`config.mk`:
```
export PLATFORM = sky130hd
export DESIGN_NAME = irq_trigger_gen
export DESIGN_NICKNAME = d
export VERILOG_FILES = /design/src/rtl/irq_trigger_gen.sv
export SDC_FILE = /design/constraint.sdc
export NUM_CORES = 1
export LEC_CHECK = 0
export CAP_MARGIN = 20
export CORE_MARGIN = 3
export CORE_UTILIZATION = 30
export CTS_CLUSTER_DIAMETER = 40
export DETAILED_ROUTE_END_ITERATION = 8
export PLACE_DENSITY = 0.5
export SLEW_MARGIN = 20
export SYNTH_ARGS = -nofsm -noshare
export SYNTH_HDL_FRONTEND = slang
export SYNTH_SLANG_ARGS = --single-unit
```
`constraint.sdc`:
```
create_clock -name clk -period 12 [get_ports clk]
set_input_delay 1.8 -clock clk [delete_from_list [all_inputs] [get_ports clk]]
set_output_delay 1.8 -clock clk [all_outputs]
set_load 0.02 [all_outputs]
```
`src/rtl/irq_trigger_gen.sv`:
```
// irq_trigger_gen: multi-channel interrupt stimulus generator.
//
// Each channel watches the CPU macroscopic PC. When it reaches the programmed
// trigger address, the channel raises its irq line. In ACK mode the line stays
// high until the handler stores to the channel's ack word. In PULSE mode it stays
// high for PULSE_LEN cycles. A HOLDOFF period follows, and then the channel either
// re-arms or goes idle once its programmed fire count is used up.
//
// Ports:
//   clk            system clock, all state on posedge
//   reset          asynchronous active-high reset
//   macroscopic_pc CPU macroscopic PC (bits [1:0] ignored)
//   m_data_addr    M-stage data address (bits [1:0] ignored)
//   m_data_byteen  store byte enables, nonzero = store this cycle
//   cfg_we         program channel cfg_ch this cycle
//   cfg_ch         channel select (values >= NUM_CH ignored)
//   cfg_pc         trigger PC (bits [1:0] ignored)
//   cfg_mode       0 = ACK mode, 1 = PULSE mode
//   cfg_count      fires allowed, 0 = unlimited
//   irq            registered per-channel interrupt lines
//   interrupt      OR of irq
//   fired_total    saturating count of all fires
module irq_trigger_gen #(
  parameter int unsigned NUM_CH    = 4,
  parameter logic [31:0] ACK_BASE  = 32'h7F20,
  parameter int unsigned PULSE_LEN = 8,
  parameter int unsigned HOLDOFF   = 4,
  parameter int unsigned CNT_W     = 8,
  localparam int unsigned CH_W     = (NUM_CH > 1) ? $clog2(NUM_CH) : 1
) (
  input  logic              clk,
  input  logic              reset,
  input  logic [31:0]       macroscopic_pc,
  input  logic [31:0]       m_data_addr,
  input  logic [3:0]        m_data_byteen,
  input  logic              cfg_we,
  input  logic [CH_W-1:0]   cfg_ch,
  input  logic [31:0]       cfg_pc,
  input  logic              cfg_mode,
  input  logic [CNT_W-1:0]  cfg_count,
  output logic [NUM_CH-1:0] irq,
  output logic              interrupt,
  output logic [CNT_W-1:0]  fired_total
);

  typedef enum logic [1:0] {StIdle, StArmed, StAsserted, StHoldoff} ch_state_e;

  localparam int unsigned TMR_MAX = (PULSE_LEN > HOLDOFF) ? PULSE_LEN : HOLDOFF;
  localparam int unsigned TMR_W   = $clog2(TMR_MAX + 1);
  localparam logic [TMR_W-1:0] PULSE_LOAD = TMR_W'(PULSE_LEN - 1);
  localparam logic [TMR_W-1:0] HOLD_LOAD  = TMR_W'(HOLDOFF - 1);
  // Enough headroom to add up to eight simultaneous fires before saturating.
  localparam int unsigned SUM_W = CNT_W + 4;

  logic [NUM_CH-1:0] fire;
  logic              store;

  // Low address bits are don't-care everywhere.
  logic unused_addr_bits;
  assign unused_addr_bits = ^{macroscopic_pc[1:0], m_data_addr[1:0], cfg_pc[1:0]};

  assign store = |m_data_byteen;

  for (genvar g = 0; g < int'(NUM_CH); g++) begin : g_ch
    localparam logic [31:0] AckAddr = ACK_BASE + 32'(4 * g);

    ch_state_e        state_q, state_d;
    logic [29:0]      pc_q, pc_d;
    logic             mode_q, mode_d;
    logic [CNT_W-1:0] count_q, count_d;
    logic [CNT_W-1:0] fires_q, fires_d;
    logic [TMR_W-1:0] tmr_q, tmr_d;
    // Set once the PC has been off the trigger since the last fire; gates re-firing.
    logic             left_q, left_d;
    logic             irq_q, irq_d;
    logic             sel, pc_hit, ack_hit, fire_ch;

    assign sel     = cfg_we && (32'(cfg_ch) == 32'(g));
    assign pc_hit  = (macroscopic_pc[31:2] == pc_q);
    assign ack_hit = store && (AckAddr[1:0] == 2'b00) && (m_data_addr[31:2] == AckAddr[31:2]);

    always_comb begin
      state_d = state_q;
      pc_d    = pc_q;
      mode_d  = mode_q;
      count_d = count_q;
      fires_d = fires_q;
      tmr_d   = tmr_q;
      left_d  = left_q | ~pc_hit;
      fire_ch = 1'b0;
      if (sel) begin
        pc_d    = cfg_pc[31:2];
        mode_d  = cfg_mode;
        count_d = cfg_count;
        fires_d = '0;
        tmr_d   = '0;
        left_d  = 1'b1;
        state_d = StArmed;
      end else begin
        unique case (state_q)
          StIdle: ;
          StArmed: begin
            if (pc_hit && left_q) begin
              state_d = StAsserted;
              fire_ch = 1'b1;
              left_d  = 1'b0;
              tmr_d   = PULSE_LOAD;
              if (fires_q != {CNT_W{1'b1}}) fires_d = fires_q + 1'b1;
            end
          end
          StAsserted: begin
            if (mode_q) begin
              if (tmr_q == '0) begin
                state_d = StHoldoff;
                tmr_d   = HOLD_LOAD;
              end else begin
                tmr_d = tmr_q - 1'b1;
              end
            end else if (ack_hit) begin
              state_d = StHoldoff;
              tmr_d   = HOLD_LOAD;
            end
          end
          StHoldoff: begin
            if (tmr_q == '0) begin
              if ((count_q != '0) && (fires_q == count_q)) state_d = StIdle;
              else                                         state_d = StArmed;
            end else begin
              tmr_d = tmr_q - 1'b1;
            end
          end
          default: state_d = StIdle;
        endcase
      end
      irq_d = (state_d == StAsserted);
    end

    always_ff @(posedge clk or posedge reset) begin
      if (reset) begin
        state_q <= StIdle;
        pc_q    <= '0;
        mode_q  <= 1'b0;
        count_q <= '0;
        fires_q <= '0;
        tmr_q   <= '0;
        left_q  <= 1'b0;
        irq_q   <= 1'b0;
      end else begin
        state_q <= state_d;
        pc_q    <= pc_d;
        mode_q  <= mode_d;
        count_q <= count_d;
        fires_q <= fires_d;
        tmr_q   <= tmr_d;
        left_q  <= left_d;
        irq_q   <= irq_d;
      end
    end

    assign irq[g]  = irq_q;
    assign fire[g] = fire_ch;
  end

  assign interrupt = |irq;

  logic [CNT_W-1:0] total_q, total_d;
  logic [SUM_W-1:0] fire_sum, total_wide;

  always_comb begin
    fire_sum = '0;
    for (int i = 0; i < int'(NUM_CH); i++) fire_sum = fire_sum + SUM_W'(fire[i]);
    total_wide = SUM_W'(total_q) + fire_sum;
    if (total_wide > SUM_W'({CNT_W{1'b1}})) total_d = {CNT_W{1'b1}};
    else                                    total_d = total_wide[CNT_W-1:0];
  end

  always_ff @(posedge clk or posedge reset) begin
    if (reset) total_q <= '0;
    else       total_q <= total_d;
  end

  assign fired_total = total_q;

endmodule
```
==> results of run 1 <==
placed cells by master (no fill, tap or decap), types with 4 or more instances in the layout:
| master | count |
|---|---|
| nand2_1 | 520 |
| dfrtp_1 | 228 |
| clkdlybuf4s50_1 | 120 |
| xor2_1 | 114 |
| clkbuf_16 | 44 |
| nor4_1 | 42 |
| xnor2_1 | 42 |
| nor2_1 | 41 |
| nand4_1 | 32 |
| inv_1 | 31 |
| a21oi_1 | 25 |
| o21ai_0 | 23 |
| ha_1 | 17 |
| nor3_1 | 16 |
| nand3_1 | 16 |
| mux2i_1 | 14 |
| nand2b_1 | 13 |
| and3_1 | 11 |
| nor2b_1 | 11 |
| buf_4 | 11 |
| or4_1 | 10 |
| bufinv_16 | 10 |
| or2_2 | 8 |
| clkinv_2 | 8 |
| and2_1 | 7 |
| a31oi_1 | 7 |
| o211ai_1 | 6 |
| or3_1 | 6 |
| a21o_1 | 6 |
| nor4b_1 | 5 |
| o21ai_1 | 5 |
| o21a_1 | 5 |
| and4_1 | 5 |
| clkbuf_8 | 5 |
| clkinvlp_4 | 4 |
layout make-up:
cell class                      count  area, um2
Fill cell                        4023      24400
Multi-Input combinational cell   1080       6140
Sequential cell                   228       5710
Timing Repair Buffer              131       1280
Clock buffer                       52       1180
Tap cell                          525        657
Clock inverter                     27        422
Inverter                           32        128
state kept, by name, indices dropped and copies added, names as in the netlist:
register / count
g_ch.irq_q: 4
g_ch.left_q: 4
g_ch.tmr_q: 16
fired_total: 8
g_ch.count_q: 32
g_ch.state_q: 8
g_ch.mode_q: 4
g_ch.pc_q: 120
g_ch.fires_q: 32
kinds of logic after synthesis:
| family | after synthesis |
|---|---|
| multiplexers | 14 |
| AND/OR/NAND/NOR | 772 |
| XOR/XNOR | 156 |
| flip-flops | 228 |
| adder cells (fa/ha/maj) | 20 |
| AO/OA/AOI/OAI | 118 |
| buffers and inverters | 84 |
power breakdown:
group          switching, uW  total [uW]  internal [uW]
registers               68.0         925            857
logic                    184         316            132
clock network            429        1350            916
total                    681        2590           1900
per-layer routing:
metal | global-route usage, % | routed length, um | vias up
met1 | 24.5 | 17700 | 4889
met3 | 3.69 | 2360 | 47
li1 | - | - | 4916
met5 | 0 | 13 | -
met4 | 4.33 | 731 | 2
met2 | 28.4 | 17400 | 275
worst register-to-register path: cells and delay by family, from the launching register on:
family | cells | cell delay [ns]
and+or+nand+nor | 5 | 1.63
buffers and inverters | 1 | 0.05
DFF | 1 | 0.39
xor gates and xnor gates | 1 | 0.21
AOI/OAI and AO/OA | 1 | 0.16
adders and majority gates | 3 | 1.52
stage by stage:
stage,power [uW],worst slack [ns]
2_1_floorplan,1110,3.95
4_1_cts,2620,6.39
5_1_grt,2700,6.20
6_report,2590,6.40
3_3_place_gp,1250,5.84
3_5_place_dp,1260,5.84
worst min path at each step:
stage	endpoint	slack, ns	cells after the start
final	g_ch[1].tmr_q[3]$_DFFE_PP0P_	0.48	1
after global routing	g_ch[1].tmr_q[3]$_DFFE_PP0P_	0.51	1
after CTS	g_ch[1].tmr_q[3]$_DFFE_PP0P_	0.48	1
after detailed placement	g_ch[1].tmr_q[3]$_DFFE_PP0P_	0.47	1
after global placement	g_ch[1].tmr_q[3]$_DFFE_PP0P_	0.47	1
after floorplan	g_ch[1].tmr_q[3]$_DFFE_PP0P_	0.44	1
==> results.ini, run 1 <==
[outcome]
status=finished clean

[yosys]
ys_types=73
yosysMostFrequentCell=nand2_1
ys.flop_type=dfrtp_1
synthSimpleGateAreaFrac_pct=28.9
synth_edf_count=0
synth_compound_area_share_pct=6.80
synth.top_cells.by_count=nand2_1, dfrtp_1, xor2_1
synth_top_family_by_area=simple AND/OR/NAND/NOR gates
avgSynthCellArea_um2=8.73
netlist.area_leader.share_pct=46.9
synthAdderAreaFrac_pct=2.24
synth_area_leader_cell=dfrtp_1
synth_xor_area_share_pct=11.2
syn-num-nets=1526
synth-seq-area-share_pct=46.9
synth-seq-cells=228
synth.area.mux_share_pct=1.15
syn_inst=1392
async_reset_ff_share_pct=100
synth.area.top_cells=dfrtp_1, nand2_1, xor2_1
ys_warn_count=0
synth.cell_area_um2=12200

[global_routing]
grt_max_degree=107
grt_pass1_wl_um=60400
antenna_found_initial=1
grt_usage_pct=17.7
grt_pass1_vias=10402
grt-ovfl-total=0

[placed_design]
portBuffers=120
gp_congestion=0.798
place_area_um2=13900
dp_hpwl_um=26400
dp.cells=1996

[final_layout]
stdcell_count=2075
diodes=0
utilization_pct=38.9
layout-drive-gt1-share_pct=7.42
postLayoutCellArea_um2=15500
finalNetCount=1650
syn_to_final_growth_pct=27.7

[sta]
fmax_mhz=178
tns_ns=0
post-route-period-util_pct=46.7
whs_ns=0.479
clock-skew-final_ns=0.0346
drv_slew=0
relSlewSlack_pct=38.4
rsz0062_at_grt=no
worst_pin_slew_ns=0.915
setup_viol=0
fin_crit_ns=5.60
finalHoldViolations=0

[worst_setup_path]
startpoint_type=input pin
critical_path_depth=12
regToRegSetupSlack_ns=7.94
crit_path_top_delay_cell=clkdlybuf4s50_1
reg2regPathDepth=11
cp_cell_sequence=clkdlybuf4s50_1 > xor2_1 > nor4_1 > nand4_1 > nor3_1 > nand2_1 > fa_1 > inv_1 > fa_1 > fa_1 > and3_1 > o21a_1
path_delay_family=simple AND/OR/NAND/NOR gates
worstSetupPathType=input pin to register
crit_path_end=fired_total[4]$_DFF_PP0_
required_ns=12.42
critPathMaxStageDelay_ns=0.61
cp_max_fo=7
reg2reg_from=g_ch[0].pc_q[28]$_DFFE_PP0P_
worstPathArrival_ns=6.03
path_buf_inv=2
reg2reg_to=fired_total[4]$_DFF_PP0_
worst_setup_path_end_kind=register
startpoint=macroscopic_pc[10]
crit_top_cell=fa_1

[cts]
cts_resized=0
post_cts_buffers=0
cts_buffer_depth=3
tritoncts=yes
cts_buffers=43
clock_sinks=228
cts_hold_buf=0
root_buffer=clkbuf_16
h-tree-depth=2
worstSkewPairLatency_ns=0.54
clk_pin_slew_ns=0.05

[floorplan]
die_h_um=207
dieArea_um2=43000
row_count=73
core_um2=39900
ioPinCount=127
start_util_pct=30.5
die_w_um=207

[pwr]
powerDensity_nw_per_um2=167
irDropWorstVdd_v=0.0000910
cellLeakagePower_uw=0.00740

[routing]
drcViolationCount=0
drt-wirelength-per-cell_um=18.4
ant_nets=0
vias_per_cell=4.88
first_pass_iters=5
first_iter_violations=655
num_vias=10129
routed_wl_um=38300

[hold_path]
hp-class=register to register
hold_start=g_ch[1].tmr_q[3]$_DFFE_PP0P_

[flow_run]
cap_viol_max_count=0

Note: power is estimated with default switching activity, not from simulation.
==> inputs of run 2 (changes only) <==
clock period = 5.2 ns   (was 12 ns; I/O delays follow)
==> results.ini, run 2 (same netlist as run 1, synthesis figures left out) <==
[cts]
cts_buffers=42  ; -2.3%
worstSkewPairLatency_ns=0.55  ; about the same
h-tree-depth=2  ; unchanged
tritoncts=yes
cts_resized=0  ; unchanged
clock_sinks=228  ; unchanged
cts_buffer_depth=3  ; unchanged
post_cts_buffers=0  ; unchanged
cts_hold_buf=0  ; unchanged
clk_pin_slew_ns=0.04  ; about the same
root_buffer=clkbuf_16

[hold_path]
hp-class=register to register
hold_start=g_ch[1].tmr_q[3]$_DFFE_PP0P_
whs_path_depth=1  ; unchanged
min_to=g_ch[1].tmr_q[3]$_DFFE_PP0P_

[pwr]
powerDensity_nw_per_um2=357  ; +110%
finalPower_uw=5520  ; +110%
irDropWorstVdd_v=0.000236  ; +160%
cellLeakagePower_uw=0.00739  ; about the same

[sta]
finalHoldViolations=0  ; unchanged
setup_viol=0  ; unchanged
rsz0062_at_grt=no
tns_ns=0  ; unchanged
fmax_mhz=232
drv_slew=0  ; unchanged
clock-skew-final_ns=0.0289  ; -0.00576 ns
post-route-period-util_pct=82.8
relSlewSlack_pct=37.5  ; -0.97 points
worst_pin_slew_ns=0.936  ; +0.0207 ns
fin_crit_ns=4.30

[final_layout]
mostFrequentLayoutCells=nand2_1, dfrtp_1, clkdlybuf4s50_1
layout-drive-gt1-share_pct=7.85  ; +0.43 points
layout_commonest_cell=nand2_1
diodes=0  ; unchanged
largestRegisters=g_ch.pc_q: 120 flops, g_ch.count_q: 32 flops, g_ch.fires_q: 32 flops
max_flop_register=g_ch.pc_q
largest_reg_flops=120  ; unchanged
postLayoutCellArea_um2=15500  ; -0.45%
finalNetCount=1670  ; +1.2%
utilization_pct=38.7  ; -0.18 points
syn_to_final_growth_pct=27.1

[global_routing]
grt-ovfl-total=0  ; unchanged
grt_max_degree=112  ; +4.7%
antenna_found_initial=2  ; +1
grt_pass1_wl_um=60100  ; -0.57%
grt_pass1_vias=9999  ; -3.9%
grt_usage_pct=17.8  ; +0.11 points

[flow_run]
cap_viol_max_count=0  ; unchanged

[worst_setup_path]
cp_cell_sequence=clkdlybuf4s50_1 > xor2_1 > nor4_1 > nand4_1 > nor3_1 > buf_4 > nand2_1 > fa_1 > inv_1 > fa_1 > fa_1 > and3_1 > o21a_1
path_buf_inv=3  ; +1
path_delay_family=adder cells
worstSetupPathType=input pin to register
reg2regPathDepth=12  ; +1
critPathMaxStageDelay_ns=0.57  ; -0.04 ns
startpoint_type=input pin
regToRegSetupSlack_ns=1.32  ; -6.62 ns
reg2reg_from=g_ch[0].pc_q[2]$_DFFE_PP0P_
worst_setup_path_end_kind=register
crit_top_cell=fa_1
required_ns=5.62  ; -6.80 ns
worstPathArrival_ns=4.73  ; -1.30 ns
reg2reg_to=fired_total[4]$_DFF_PP0_
crit_path_top_delay_cell=clkdlybuf4s50_1
cp_max_fo=5  ; -2

[routing]
first_pass_iters=5  ; unchanged
num_vias=10260  ; +1.3%
vias_per_cell=4.90  ; +0.47%
first_iter_violations=605  ; -7.6%
drt-wirelength-per-cell_um=18.4  ; -0.18%
ant_nets=0  ; unchanged
drcViolationCount=0  ; unchanged
routed_wl_um=38500  ; +0.64%

[floorplan]
die_h_um=207  ; unchanged
ioPinCount=127  ; unchanged
dieArea_um2=43000  ; unchanged
row_count=73  ; unchanged
die_w_um=207  ; unchanged
core_um2=39900  ; unchanged
start_util_pct=30.5  ; unchanged

[placed_design]
place_area_um2=14100  ; +1.3%
gp_congestion=0.829  ; +3.8%
portBuffers=120  ; unchanged
dp_hpwl_um=26900  ; +1.9%

[outcome]
status=finished clean

run 2: layer usage:
layer / GRT usage (%) / share of wire, % / up-vias / routed length, um
met4: 5.48 / 2.3 / 4 / 892
met2: 27.5 / 45 / 223 / 17500
met3: 3.32 / 4.3 / 60 / 1680
met5: 0 / 0.060 / - / 23
met1: 25.3 / 48 / 5023 / 18400
li1: - / - / 4950 / -
run 2: worst max path at each step:
stage | start | to | slack (ns) | cells past startpoint
4_1_cts | macroscopic_pc[2] | fired_total[4]$_DFF_PP0_ | 0.88 | 12
2_1_floorplan | cfg_we | fired_total[4]$_DFF_PP0_ | 1.40 | 11
5_1_grt | macroscopic_pc[2] | fired_total[6]$_DFF_PP0_ | 0.69 | 13
3_3_place_gp | macroscopic_pc[2] | fired_total[6]$_DFF_PP0_ | 0.39 | 13
3_5_place_dp | macroscopic_pc[2] | fired_total[4]$_DFF_PP0_ | 0.34 | 12
6_report | macroscopic_pc[24] | fired_total[4]$_DFF_PP0_ | 0.90 | 13
run 2: stage by stage:
| stage | setup slack (ns) | hold slack (ns) | cells |
|---|---|---|---|
| after detailed placement | 0.340 | 0.469 | 2017 |
| after global placement | 0.394 | 0.464 | 2017 |
| after floorplan | 1.40 | 0.443 | 1392 |
| after global routing | 0.689 | 0.505 | 2092 |
| after CTS | 0.876 | 0.474 | 2092 |
| final | 0.896 | 0.469 | 2092 |
run 2: power by group:
group / total (uW) / switching (uW) / internal [uW] / leakage [uW]
registers: 2130 / 155 / 1980 / 0.00291
logic: 750 / 434 / 316 / 0.00382
clock network: 2640 / 923 / 1710 / 0.000664
run 2: final cells by class:
type | instances | area (um2)
clock inverters | 13 | 136
inverters | 32 | 124
clock buffers | 62 | 1220
repair buffers | 152 | 1470
multi-input cells | 1080 | 6140
flip-flops and latches | 228 | 5710
fillers | 4020 | 24500
well taps | 525 | 657
==> inputs of run 3 (changes only) <==
clock period = 4 ns   (was 5.2 ns; I/O delays follow)
==> results.ini, run 3 (same netlist as run 1, synthesis figures left out) <==
[sta]
drv_slew=0  ; unchanged
rsz0062_at_grt=no
setup_viol=0  ; unchanged
whs_ns=0.339  ; -0.130 ns
finalHoldViolations=0  ; unchanged
worst_pin_slew_ns=0.800  ; -0.136 ns
fmax_mhz=266
clock-skew-final_ns=0.0434  ; +0.0145 ns
post-route-period-util_pct=93.9
fin_crit_ns=3.76
relSlewSlack_pct=46.6  ; +9.1 points

[cts]
root_buffer=clkbuf_16
cts_buffer_depth=3  ; unchanged
cts_hold_buf=0  ; unchanged
h-tree-depth=2  ; unchanged
clk_pin_slew_ns=0.05  ; about the same
cts_buffers=47  ; +12%
clock_sinks=228  ; unchanged
worstSkewPairLatency_ns=0.58  ; +0.03 ns
tritoncts=yes

[final_layout]
layout_commonest_cell=nand2_1
seqCellArea_um2=5710  ; unchanged
max_flop_register=g_ch.pc_q
diodes=0  ; unchanged
syn_to_final_growth_pct=33.5
multi_input_area_um2=6160  ; +0.22%
stdcell_count=2156  ; +3.1%
fillers=3960  ; -1.5%
largestRegisters=g_ch.pc_q: 120 flops, g_ch.count_q: 32 flops, g_ch.fires_q: 32 flops
finalNetCount=1726  ; +3.4%
largest_reg_flops=120  ; unchanged
postLayoutCellArea_um2=16200  ; +5.0%
layout-drive-gt1-share_pct=12.1  ; +4.2 points
mostFrequentLayoutCells=nand2_1, dfrtp_1, clkdlybuf4s50_1

[pwr]
irDropWorstVdd_v=0.000291  ; +23%
p_clk_share_pct=52.7  ; +4.9 points
power_frac_seq_pct=34.4  ; -4.2 points
cellLeakagePower_uw=0.00782  ; +5.8%
p_int_uw=5930  ; +48%
p_switching_uw=2120  ; +40%
powerDensity_nw_per_um2=496  ; +39%
pwr-share-comb_pct=12.9  ; -0.7 points
netSwitchingFraction_pct=26.3  ; -1.1 points

[flow_run]
cap_viol_max_count=0  ; unchanged

[routing]
wl_met3_um=2170  ; +29%
ant_nets=0  ; unchanged
wl_met1_um=18200  ; -1.3%
num_vias=10448  ; +1.8%
drcViolationCount=0  ; unchanged
routed_wl_um=39200  ; +1.7%
vias_per_cell=4.85  ; -1.2%
drt-wirelength-per-cell_um=18.2  ; -1.4%
wl_met2_um=17600  ; +0.35%
routed.top_layer=met5
first_pass_iters=5  ; unchanged
first_iter_violations=609  ; +0.66%

[worst_setup_path]
startpoint_type=input pin
startpoint=macroscopic_pc[24]
required_ns=4.45  ; -1.17 ns
reg2reg_from=g_ch[0].pc_q[24]$_DFFE_PP0P_
cp_max_fo=5  ; unchanged
worstPathArrival_ns=4.21  ; -0.52 ns
worst_setup_path_end_kind=register
worstSetupPathType=input pin to register

[global_routing]
grt_pass1_wl_um=62400  ; +3.8%
antenna_found_initial=2  ; unchanged
grt_usage_pct=18.4  ; +0.59 points
grt_pass1_vias=10650  ; +6.5%
grt-ovfl-total=0  ; unchanged
grt_max_degree=69  ; -38%

[floorplan]
start_util_pct=30.5  ; unchanged
row_count=73  ; unchanged
ioPinCount=127  ; unchanged
dieArea_um2=43000  ; unchanged
core_um2=39900  ; unchanged
die_h_um=207  ; unchanged
die_w_um=207  ; unchanged

[outcome]
status=finished clean

[placed_design]
portBuffers=120  ; unchanged
dp_hpwl_um=27600  ; +2.5%
dp.cells=2068  ; +2.5%
gp_congestion=0.860  ; +3.7%
place_area_um2=14500  ; +2.7%

[hold_path]
hp-class=input pin to asynchronous set/reset pin

-- run 3: cell count changes in the layout (fill, tap and decap cells not counted), sizes merged --
| cell | before | now |
|---|---|---|
| inv | 34 | 32 |
| clkinv | 7 | 14 |
| clkbuf | 62 | 61 |
| bufinv | 2 | 9 |
| clkinvlp | 2 | 4 |
| buf | 32 | 83 |
-- run 3: worst paths after layout --
kind                                           endpoint  slack, ns  cells past startpoint
hold / removal              g_ch[0].pc_q[2]$_DFFE_PP0P_       0.34                      2
setup / recovery               fired_total[4]$_DFF_PP0_       0.24                     14
min in group clk           g_ch[1].tmr_q[3]$_DFFE_PP0P_       0.47                      1
hold reg to reg            g_ch[1].tmr_q[3]$_DFFE_PP0P_       0.47                      1
setup reg to reg               fired_total[6]$_DFF_PP0_       0.36                     13
max in group asynchronous  g_ch[1].tmr_q[3]$_DFFE_PP0P_       2.81                      3
-- run 3: metrics by stage --
| stage | TNS [ns] | util (%) | total power [uW] | setup WS, ns |
|---|---|---|---|---|
| 3_3_place_gp | -2.43 | 36.3 | 3840 | -0.378 |
| 2_1_floorplan | 0 | - | 3340 | 0.379 |
| 3_5_place_dp | -2.95 | 36.3 | 3850 | -0.453 |
| 4_1_cts | 0 | 40.6 | 8160 | 0.132 |
| 6_report | 0 | 40.6 | 8050 | 0.243 |
| 5_1_grt | 0 | 40.6 | 8430 | 0.0674 |
-- run 3: final cells by class --
class,instances,area share [%]
clock buffers,61,8.13
clock inverters,27,2.54
inverters,32,0.763
multi-input cells,1080,38.0
flip-flops and latches,228,35.2
well taps,525,4.05
repair buffers,203,11.4
-- run 3: worst max-delay path, cell delays in order --
cell             delay (ns)
clkdlybuf4s50_1        0.46
buf_4                  0.18
buf_4                  0.14
xor2_1                 0.15
nor4_1                 0.45
buf_4                  0.19
nand4_2                0.22
or4b_4                 0.61
nor2_1                 0.25
fa_1                   0.30
fa_2                   0.28
and3_1                 0.18
nand3_1                0.08
o21a_1                 0.11
-- run 3: what timing repair did --
item,CTS,global route
endpoints found under the hold margin,0,0
setup endpoints to repair,0,4
resized for setup,0,3
setup buffers,0,0
-- run 3: metal layers --
layer | vias up | global-route usage [%]
li1 | 5075 | -
met1 | 5036 | 25.4
met2 | 258 | 28.5
met3 | 77 | 3.84
met4 | 2 | 6.69
met5 | - | 0
-- run 3: power groups by stage --
stage	Sequential, uW	Combinational (uW)	Clock, uW
CTS	2770	1060	4330
floorplan	2760	582	0
detailed placement	2800	1050	0
finish	2770	1040	4240
global route	2800	1160	4460
global placement	2800	1040	0
